## config.mk

```make
export PLATFORM = sky130hd
export DESIGN_NAME = sd_sector_loader_flat
export DESIGN_NICKNAME = d
export VERILOG_FILES = /design/src/rtl/sd_sector_loader_if.sv /design/src/rtl/sd_sector_loader.sv /design/src/flat_wrapper.sv
export SDC_FILE = /design/constraint.sdc
export NUM_CORES = 1
export LEC_CHECK = 0
export ABC_AREA = 0
export CAP_MARGIN = 20
export CORE_MARGIN = 4
export CORE_UTILIZATION = 44
export DETAILED_ROUTE_END_ITERATION = 10
export PLACE_DENSITY = 0.77
export SLEW_MARGIN = 0
export SYNTH_ARGS = -nofsm -noshare
export SYNTH_HDL_FRONTEND = slang
export SYNTH_SLANG_ARGS = --single-unit
```

## constraint.sdc

```tcl
create_clock -name clk -period 1.95 [get_ports clk]
set_input_delay 0.195 -clock clk [delete_from_list [all_inputs] [get_ports clk]]
set_output_delay 0.195 -clock clk [all_outputs]
set_load 0.005 [all_outputs]
```

## src/rtl/sd_sector_loader_if.sv

```systemverilog
// sd_sector_loader_if: SD block command port and RAM write port used by the sector loader.
interface sd_sector_loader_if #(
    parameter int AddressWidth = 32
);
    logic [1:0]              sd_cmd_o;
    logic [31:0]             sd_sector_o;
    logic [7:0]              sd_data_i;
    logic                    sd_busy_i;
    logic [AddressWidth-1:0] mem_addr_o;
    logic [31:0]             mem_data_o;
    logic                    mem_valid_o;
    logic                    mem_ready_i;

    modport master (
        output sd_cmd_o, sd_sector_o, mem_addr_o, mem_data_o, mem_valid_o,
        input  sd_data_i, sd_busy_i, mem_ready_i
    );

    modport slave (
        input  sd_cmd_o, sd_sector_o, mem_addr_o, mem_data_o, mem_valid_o,
        output sd_data_i, sd_busy_i, mem_ready_i
    );
endinterface

```

## src/rtl/sd_sector_loader.sv

```systemverilog
// sd_sector_loader: copies consecutive 512-byte SD sectors into word-addressed RAM,
// packing bytes little-endian into 32-bit words.
module sd_sector_loader #(
    parameter int AddressWidth = 32,
    parameter int CountWidth   = 16
) (
    input  logic                    clk,
    input  logic                    rst_n,
    input  logic                    start_i,
    input  logic [31:0]             sector_i,
    input  logic [CountWidth-1:0]   count_i,
    input  logic [AddressWidth-1:0] dest_addr_i,
    output logic                    busy_o,
    output logic                    done_o,
    sd_sector_loader_if.master      bus
);
    typedef enum logic [2:0] {IDLE, ISSUE, WAIT_READ, COLLECT, WRITE, FINISH} state_t;

    state_t                state, next_state;
    logic [31:0]           sector;
    logic [CountWidth-1:0] remaining;
    logic [8:0]            byte_idx;
    logic                  first;

    always_ff @(posedge clk or negedge rst_n) begin
        if (!rst_n) begin
            state           <= IDLE;
            sector          <= '0;
            remaining       <= '0;
            byte_idx        <= '0;
            first           <= 1'b0;
            busy_o          <= 1'b0;
            done_o          <= 1'b0;
            bus.mem_addr_o  <= '0;
            bus.mem_data_o  <= '0;
            bus.mem_valid_o <= 1'b0;
        end else begin
            state  <= next_state;
            done_o <= state == FINISH;
            case (state)
                IDLE: if (start_i) begin
                    sector         <= sector_i;
                    remaining      <= count_i;
                    bus.mem_addr_o <= dest_addr_i & ~AddressWidth'(3);
                    busy_o         <= 1'b1;
                end
                ISSUE: first <= 1'b1;
                // SD busy lags cmd 1 by a cycle, so the first WaitRead cycle is blind
                WAIT_READ: begin
                    first    <= 1'b0;
                    byte_idx <= '0;
                end
                COLLECT: begin
                    bus.mem_data_o[{byte_idx[1:0], 3'b000} +: 8] <= bus.sd_data_i;
                    byte_idx        <= byte_idx + 9'd1;
                    bus.mem_valid_o <= byte_idx[1:0] == 2'd3;
                end
                WRITE: if (bus.mem_ready_i) begin
                    bus.mem_valid_o <= 1'b0;
                    bus.mem_addr_o  <= bus.mem_addr_o + AddressWidth'(4);
                    if (byte_idx == '0) begin
                        remaining <= remaining - CountWidth'(1);
                        sector    <= sector + 32'd1;
                    end
                end
                FINISH: busy_o <= 1'b0;
                default: ;
            endcase
        end
    end

    always_comb begin
        next_state = state;
        case (state)
            IDLE:      next_state = !start_i ? IDLE : (count_i == '0) ? FINISH : ISSUE;
            ISSUE:     next_state = bus.sd_busy_i ? ISSUE : WAIT_READ;
            WAIT_READ: next_state = (!first && !bus.sd_busy_i) ? COLLECT : WAIT_READ;
            COLLECT:   next_state = (byte_idx[1:0] == 2'd3) ? WRITE : COLLECT;
            WRITE:     next_state = !bus.mem_ready_i ? WRITE :
                                    (byte_idx != '0) ? COLLECT :
                                    (remaining == CountWidth'(1)) ? FINISH : ISSUE;
            FINISH:    next_state = IDLE;
            default:   next_state = IDLE;
        endcase
    end

    always_comb begin
        bus.sd_cmd_o    = (state == ISSUE && !bus.sd_busy_i) ? 2'd1 :
                          (state == COLLECT) ? 2'd2 : 2'd0;
        bus.sd_sector_o = sector;
    end
endmodule

```

## src/flat_wrapper.sv

```systemverilog
// flat-port wrapper written by rule: the top's interface ports become plain ports
module sd_sector_loader_flat 
#(
    parameter int AddressWidth = 32,
    parameter int CountWidth   = 16
)
  (clk, rst_n, start_i, sector_i, count_i, dest_addr_i, busy_o, done_o, bus_sd_cmd_o, bus_sd_sector_o, bus_mem_addr_o, bus_mem_data_o, bus_mem_valid_o, bus_sd_data_i, bus_sd_busy_i, bus_mem_ready_i);
  sd_sector_loader_if #(.AddressWidth(AddressWidth)) bus_i ();
  input  logic clk;
  input  logic rst_n;
  input  logic start_i;
  input  logic [31:0] sector_i;
  input  logic [CountWidth-1:0] count_i;
  input  logic [AddressWidth-1:0] dest_addr_i;
  output logic busy_o;
  output logic done_o;
  output wire logic [$bits(bus_i.sd_cmd_o)-1:0] bus_sd_cmd_o;
  output wire logic [$bits(bus_i.sd_sector_o)-1:0] bus_sd_sector_o;
  output wire logic [$bits(bus_i.mem_addr_o)-1:0] bus_mem_addr_o;
  output wire logic [$bits(bus_i.mem_data_o)-1:0] bus_mem_data_o;
  output wire logic [$bits(bus_i.mem_valid_o)-1:0] bus_mem_valid_o;
  input wire logic [$bits(bus_i.sd_data_i)-1:0] bus_sd_data_i;
  input wire logic [$bits(bus_i.sd_busy_i)-1:0] bus_sd_busy_i;
  input wire logic [$bits(bus_i.mem_ready_i)-1:0] bus_mem_ready_i;
  assign bus_sd_cmd_o = bus_i.sd_cmd_o;
  assign bus_sd_sector_o = bus_i.sd_sector_o;
  assign bus_mem_addr_o = bus_i.mem_addr_o;
  assign bus_mem_data_o = bus_i.mem_data_o;
  assign bus_mem_valid_o = bus_i.mem_valid_o;
  assign bus_i.sd_data_i = bus_sd_data_i;
  assign bus_i.sd_busy_i = bus_sd_busy_i;
  assign bus_i.mem_ready_i = bus_mem_ready_i;
  sd_sector_loader #(.AddressWidth(AddressWidth), .CountWidth(CountWidth)) u_core (.clk(clk), .rst_n(rst_n), .start_i(start_i), .sector_i(sector_i), .count_i(count_i), .dest_addr_i(dest_addr_i), .busy_o(busy_o), .done_o(done_o), .bus(bus_i));
endmodule
```

==> impl_metrics.tcl <==
set metrics [dict create \
    synth_edf_count 0 \
    post-route-period-util 1.04 \
    start_util 0.450 \
    register_area_um2 3150 \
    pwr_density_cell_nw_per_um2 1370 \
    core_area_um2 15900 \
    postRouteAntennaNets 0 \
    worst_pin_slew_ns 0.622 \
    period_needed_ns 2.04 \
    num_antenna_cells 0 \
    finalPower_mw 15.6 \
    synth_seq_cells 126 \
    endpoint_kind "flip-flop" \
    fp.dieW_um 135 \
    relSlewSlack 0.581 \
    areaGrowthSynthToFinish_pct 60.1 \
    cp-start-kind "flip-flop" \
    grt_max_degree 67 \
    hold_viol 0 \
    place.gp.congestion 0.903 \
    vdd_ir_drop_max_uv 799 \
    rows 46 \
    netlist_instances 874 \
    fin_worst_skew_ns 0.00915 \
    path_clk_slew_ns 0.06 \
    cts_tree "yes" \
    ctsRootBufferMaster "clkbuf_16" \
    via_count 8273 \
    drive_gt1_frac 0.210 \
    numCtsBuffers 17 \
    timing.final.ws_setup_ns -0.0863 \
    p_leak_nw 4.59 \
    synth-seq-area-share 0.441 \
    grt_pass1_vias 7727 \
    gr-total-overflow 0 \
    synth_flop_cell "dfrtp_1" \
    rsz0062_at_grt "yes" \
    cts.path.max_buffers 2 \
    dp_hpwl_mm 17.4 \
    grtUsageMet2 0.410 \
    drcViolationCount 0 \
    die_area_um2 18300 \
    multiInputGateArea_um2 4070 \
    post-route-util 0.721 \
    drt-total-wl_mm 26.7 \
    fillCellCount 1159 \
    dr.pass1.iters 7 \
    status "complete, but fails checks" \
    clock_latency_ns 0.42 \
    cp.required_ns 2.31 \
    violations "negative setup slack" \
    hp-class "primary input to flip-flop" \
    cts_max_level 4 \
    crit_type "flip-flop to flip-flop" \
    dieHeight_um 135 \
    antenna_found_initial 0 \
    syn-cell-area_um2 7150 \
    io_pins 194 \
    synthDistinctLibCells 57 \
    critPathMaxFanout 3 \
    tns_ns -0.332 \
    busiest_layer "met2" \
    arrival_ns 2.39 \
    grt.total_usage 0.263 \
    synth_warnings 0 \
    cap_violations 0 \
    maxSlewViolCount 0 \
    fin_nets 1266 \
    wire_per_inst_um 19.2 \
    synth_area_per_cell_um2 8.18 \
    synth-async-reset-ratio 1.00 \
    met3_usage 0.0821 \
    max_freq_mhz 491 \
    port_buffers 189 \
    viasPerCell 5.94 \
    use_met1 0.350 \
    cts.sinks 126 \
    grt_pass1_wl_mm 39.0 \
    setup_violations 12 \
    drt_iter0_drc 784 \
]
==> layout by cell type (no fill, tap or decap), drive strengths merged, types with 7 or more instances in the layout <==
cell / instances
buf: 127
clkbuf: 28
a21oi: 86
dfrtp: 126
inv: 26
a31oi: 8
nor4: 22
nand2: 150
nand3: 56
ha: 9
mux2i: 7
and3: 10
clkdlybuf4s50: 186
nor2: 51
nand4: 22
o211ai: 8
nor3: 27
o22ai: 28
o21ai: 82
a2bb2oi: 25
==> routing by layer <==
| layer | routed length (um) | vias to the layer above |
|---|---|---|
| met5 | 0 | - |
| met4 | 845 | 0 |
| met3 | 2680 | 72 |
| met2 | 12600 | 447 |
| met1 | 10700 | 3934 |
| li1 | - | 3820 |
==> cells by family after synthesis <==
kind of cell	share of synthesized area
buffers and inverters	0.0443
AND/OR/NAND/NOR	0.249
multiplexers	0.0114
flip-flops	0.441
other	0.000525
adder cells (fa/ha/maj)	0.0158
AO/OA/AOI/OAI	0.238
==> cell usage after synthesis, types with 6 or more instances <==
| cell type | instances | share of area |
|---|---|---|
| nor2_1 | 50 | 0.026 |
| nand2_1 | 150 | 0.079 |
| dfrtp_1 | 126 | 0.44 |
| nor3_1 | 27 | 0.019 |
| and3_1 | 10 | 0.0088 |
| o21ai_0 | 76 | 0.053 |
| buf_2 | 16 | 0.011 |
| o32ai_1 | 6 | 0.0074 |
| ha_1 | 9 | 0.016 |
| mux2i_1 | 7 | 0.0098 |
| a22oi_1 | 6 | 0.0063 |
| a2bb2oi_1 | 25 | 0.031 |
| inv_1 | 21 | 0.011 |
| o22ai_1 | 28 | 0.025 |
| a31oi_1 | 8 | 0.0070 |
| o211ai_1 | 8 | 0.0084 |
| o21ai_1 | 6 | 0.0042 |
| nand3_1 | 56 | 0.039 |
| nand4_1 | 22 | 0.019 |
| clkbuf_1 | 32 | 0.017 |
| a21oi_1 | 85 | 0.060 |
| nor4_1 | 21 | 0.018 |
==> per-stage QoR <==
stage               setup slack, ns  hold WS (ns)  area (um^2)  std cells
finish                      -0.0863         0.340        11400       1393
global route                 -0.114         0.337        11400       1393
CTS                         -0.0258         0.322        10600       1360
detailed placement           -0.385         0.236         9990       1324
global placement             -0.349         0.242         9990       1324
floorplan                   0.00976        -0.101         7180        875
==> area by class of cell <==
cell class              count  share of cell area
clock buffers              19              0.0387
clock inverters            13             0.00929
inverters                  22             0.00754
multi-input cells         672               0.356
flip-flops and latches    126               0.276
well taps                 216              0.0236
repair buffers            325               0.290
==> timing repair <==
item                       4_1_cts  5_1_grt
setup buffers                    3       25
hold buffers                     1        0
gates resized for setup         16       95
cloned                           0       10
pin swaps                        3       18
setup endpoints to repair       46       55
hold endpoints to repair       126        0
==> state kept, by name (all words and copies together) (netlist names) <==
signal and count:
u_core.first 1, u_core.bus.mem_addr_o 30, u_core.byte_idx 9, u_core.remaining 16, u_core.bus.mem_valid_o 1, u_core.busy_o 1, u_core.bus.sd_sector_o 32, u_core.done_o 1
u_core.state 3, u_core.bus.mem_data_o 32
==> power by group <==
group          switching, mW  leakage, nW  internal, mW
registers               1.25         1.50          3.75
logic                   3.50         2.82          4.20
clock network           1.27        0.261          1.68
==> path summary, 6_finish.rpt <==
check | startpoint | to | slack [ns] | cells past startpoint
max reg2reg | u_core.state[2] | u_core.bus.sd_sector_o[31] | -0.09 | 5
min reg2reg | u_core.bus.mem_data_o[10] | u_core.bus.mem_data_o[10] | 0.48 | 2
max | u_core.state[2] | u_core.bus.sd_sector_o[31] | -0.09 | 5
max in group asynchronous | rst_n | u_core.bus.mem_addr_o[17] | 1.26 | 3
min | dest_addr_i[2] | u_core.bus.mem_addr_o[2] | 0.34 | 3
min in group asynchronous | rst_n | u_core.byte_idx[1] | 0.35 | 3
==> critical path, cell delays in order, from the launching register on <==
cell and delay (ns):
dfrtp_1 0.42, mux2i_2 0.19, or3_4 0.37, or4_1 0.51, or4_1 0.40, nand3_1 0.09
Power figures use the tool's default switching activity.
==> edit: new RTL, config.mk and constraints unchanged <==
`AddressWidth` is set to 32 in 3 places; all go to 24.
--- a/src/rtl/sd_sector_loader_if.sv
+++ b/src/rtl/sd_sector_loader_if.sv
@@ -1,5 +1,5 @@
 // sd_sector_loader_if: SD block command port and RAM write port used by the sector loader.
 interface sd_sector_loader_if #(
-    parameter int AddressWidth = 32
+    parameter int AddressWidth = 24
 );
     logic [1:0]              sd_cmd_o;
--- a/src/rtl/sd_sector_loader.sv
+++ b/src/rtl/sd_sector_loader.sv
@@ -2,5 +2,5 @@
 // packing bytes little-endian into 32-bit words.
 module sd_sector_loader #(
-    parameter int AddressWidth = 32,
+    parameter int AddressWidth = 24,
     parameter int CountWidth   = 16
 ) (
--- a/src/flat_wrapper.sv
+++ b/src/flat_wrapper.sv
@@ -2,5 +2,5 @@
 module sd_sector_loader_flat 
 #(
-    parameter int AddressWidth = 32,
+    parameter int AddressWidth = 24,
     parameter int CountWidth   = 16
 )
Ports: changed (resized bus_mem_addr_o and dest_addr_i); port bits go from 194 to 178. No check against the original RTL was run, so the function may have changed too.
==> edit against the original RTL <==
Design area down 15%. Worst setup slack better by 0.15 ns. Total power decreased by 12%. First-iteration DRC count fell by 7.8%. Largest cell class unchanged. Sequential cell count is 8 lower. Die area fell by 7.7%. Area after synthesis down 8.2%. Core utilization shrank 5.0 points. Non-clock buffer count fell by 63. Wire length decreased by 21%. Count of clock-buffer cells in the layout is 1 lower.
==> edit: results (changes against the original RTL) <==
Synthesis
  – Synth Warn #: 0 (unchanged)
  – Syn Area/Cell: 8.374 um2 (+2.4%)
  – Top post-synthesis cells by count: 139 x nand2_1, 118 x dfrtp_1, 92 x a21oi_1
  – Ys flop type: dfrtp_1
  – Seq/Total Area, Yosys: 0.4498 (+0.008682)
  – Top cells by area, synth: dfrtp_1 45%, nand2_1 7.9%, a21oi_1 7.0%
  – Ys async rst share: 1.000 (unchanged)
  – Count of different cell masters after synthesis: 52 (-8.8%)

Placement
  – Post-Place Worst Slack: -0.06804 ns (+0.3168 ns)
  – Placement Cell Area: 0.008917 mm2 (-11%)
  – GPL Wtd Cong: 0.8661 (-4.0%)
  – Post-Place Cells: 1160 (-12%)
  – Dpl hpwl: 14560 um (-17%)
  – Port bufs: 173 (-8.5%)

Setup path
  – Critical R2R Capture: u_core.remaining[10]$_DFFE_PN0P_
  – Critical Path AT: 2.19 ns (-0.20 ns)
  – CP Max Fanout: 4 (+1)
  – R2r setup slk: 0.06 ns (+0.15 ns)
  – Depth of the most critical reg-to-reg path: 7 (+2)
  – Setup crit start: u_core.remaining[0]$_DFFE_PN0P_

Routing
  – Routed WL: 21150 um (-21%)
  – Avg Vias per Cell: 5.875 (-1.1%)
  – Iteration-0 DRC Markers: 723 (-7.8%)
  – Drt first pass iters: 5 (-2)
  – Met2 WL: 10530 um (-16%)
  – Routed vias: 7126 (-14%)
  – Routed wl met3: 1494 um (-44%)
  – DRT met1 WL: 8781 um (-18%)

Power and ir drop
  – Tot Pwr: 13.80 mW (-12%)
  – Flop+latch power: 4.62 mW (-7.4%)
  – LEAKAGE: 3.956 nW (-14%)
  – Maximum vdd drop: 804.9 uV (+0.77%)
  – Power Clock: 3.05 mW (+3%)
  – Switching Share: 0.3692 (-0.01569)

CTS
  – Post-CTS Resized: 11 (-5)
  – Clk Latency, worst-skew pair: 0.42 ns (about the same)
  – Hold_buf cts: 1 (unchanged)
  – H-tree depth: 4 (unchanged)
  – Post-CTS Setup Repair Bufs: 7 (+4)
  – CTS Buf Count: 17 (unchanged)
  – Worst-path clk slew: 0.06 ns (about the same)

Status
  – Status: finished, final reports clean

Global routing
  – Grt met3 use: 0.04830 (-0.03379)
  – Number of global-route vias before repair: 6737 (-13%)
  – Met1 GRT Util: 0.3132 (-0.03685)
  – Pin count of the biggest net entering global routing: 46 (-31%)
  – GR Util met2: 0.4028 (-0.007285)
  – First-pass GRT wire length: 33000 um (-15%)
  – Overall global routing resource usage: 0.2417 (-0.02137)

Timing
  – Final hold slack: 0.2715 ns (-0.06853 ns)
  – Skew final: 0.009861 ns (+0.0007135 ns)
  – Final min period: 1.888 ns (-0.1487 ns)
  – Worst Tran Pin Value: 0.5549 ns (-0.06746 ns)

Min path
  – Worst hold path class: in -> async

Final layout
  – Fillcell total: 1160 (+0.086%)
  – Share of layout cells above drive strength 1: 0.1438 (-0.06603)
  – Total Nets Final: 1110 (-12%)
==> edit: cell families (layout without fill, tap and decap cells) <==
family                     after synthesis  after routing  synth area share
buffers and inverters                   69            313           0.04574
other                                    1              2         0.0005712
muxes                                    6              6          0.009148
and+or+nand+nor                        302            302            0.2220
DFF                                    118            118            0.4498
AOI/OAI and AO/OA                      279            279            0.2556
adders and majority gates                9              9           0.01715
==> edit: worst max-delay path, stage by stage (launching register included) <==
cell,delay [ns]
dfrtp_1,0.40
inv_1,0.09
ha_1,0.25
nor3b_2,0.27
nand2_1,0.17
nor2_1,0.28
a31oi_1,0.13
o22a_1,0.20
==> edit: layout make-up <==
type | count | area (um2) | share of cell area
Clock buffer | 18 | 429.2 | 0.04388
Clock inverter | 14 | 141.4 | 0.01446
Inverter | 19 | 71.32 | 0.007292
Multi-Input combinational cell | 598 | 3398 | 0.3474
Sequential cell | 118 | 2955 | 0.3022
Tap cell | 184 | 230.2 | 0.02354
Timing Repair Buffer | 262 | 2555 | 0.2612
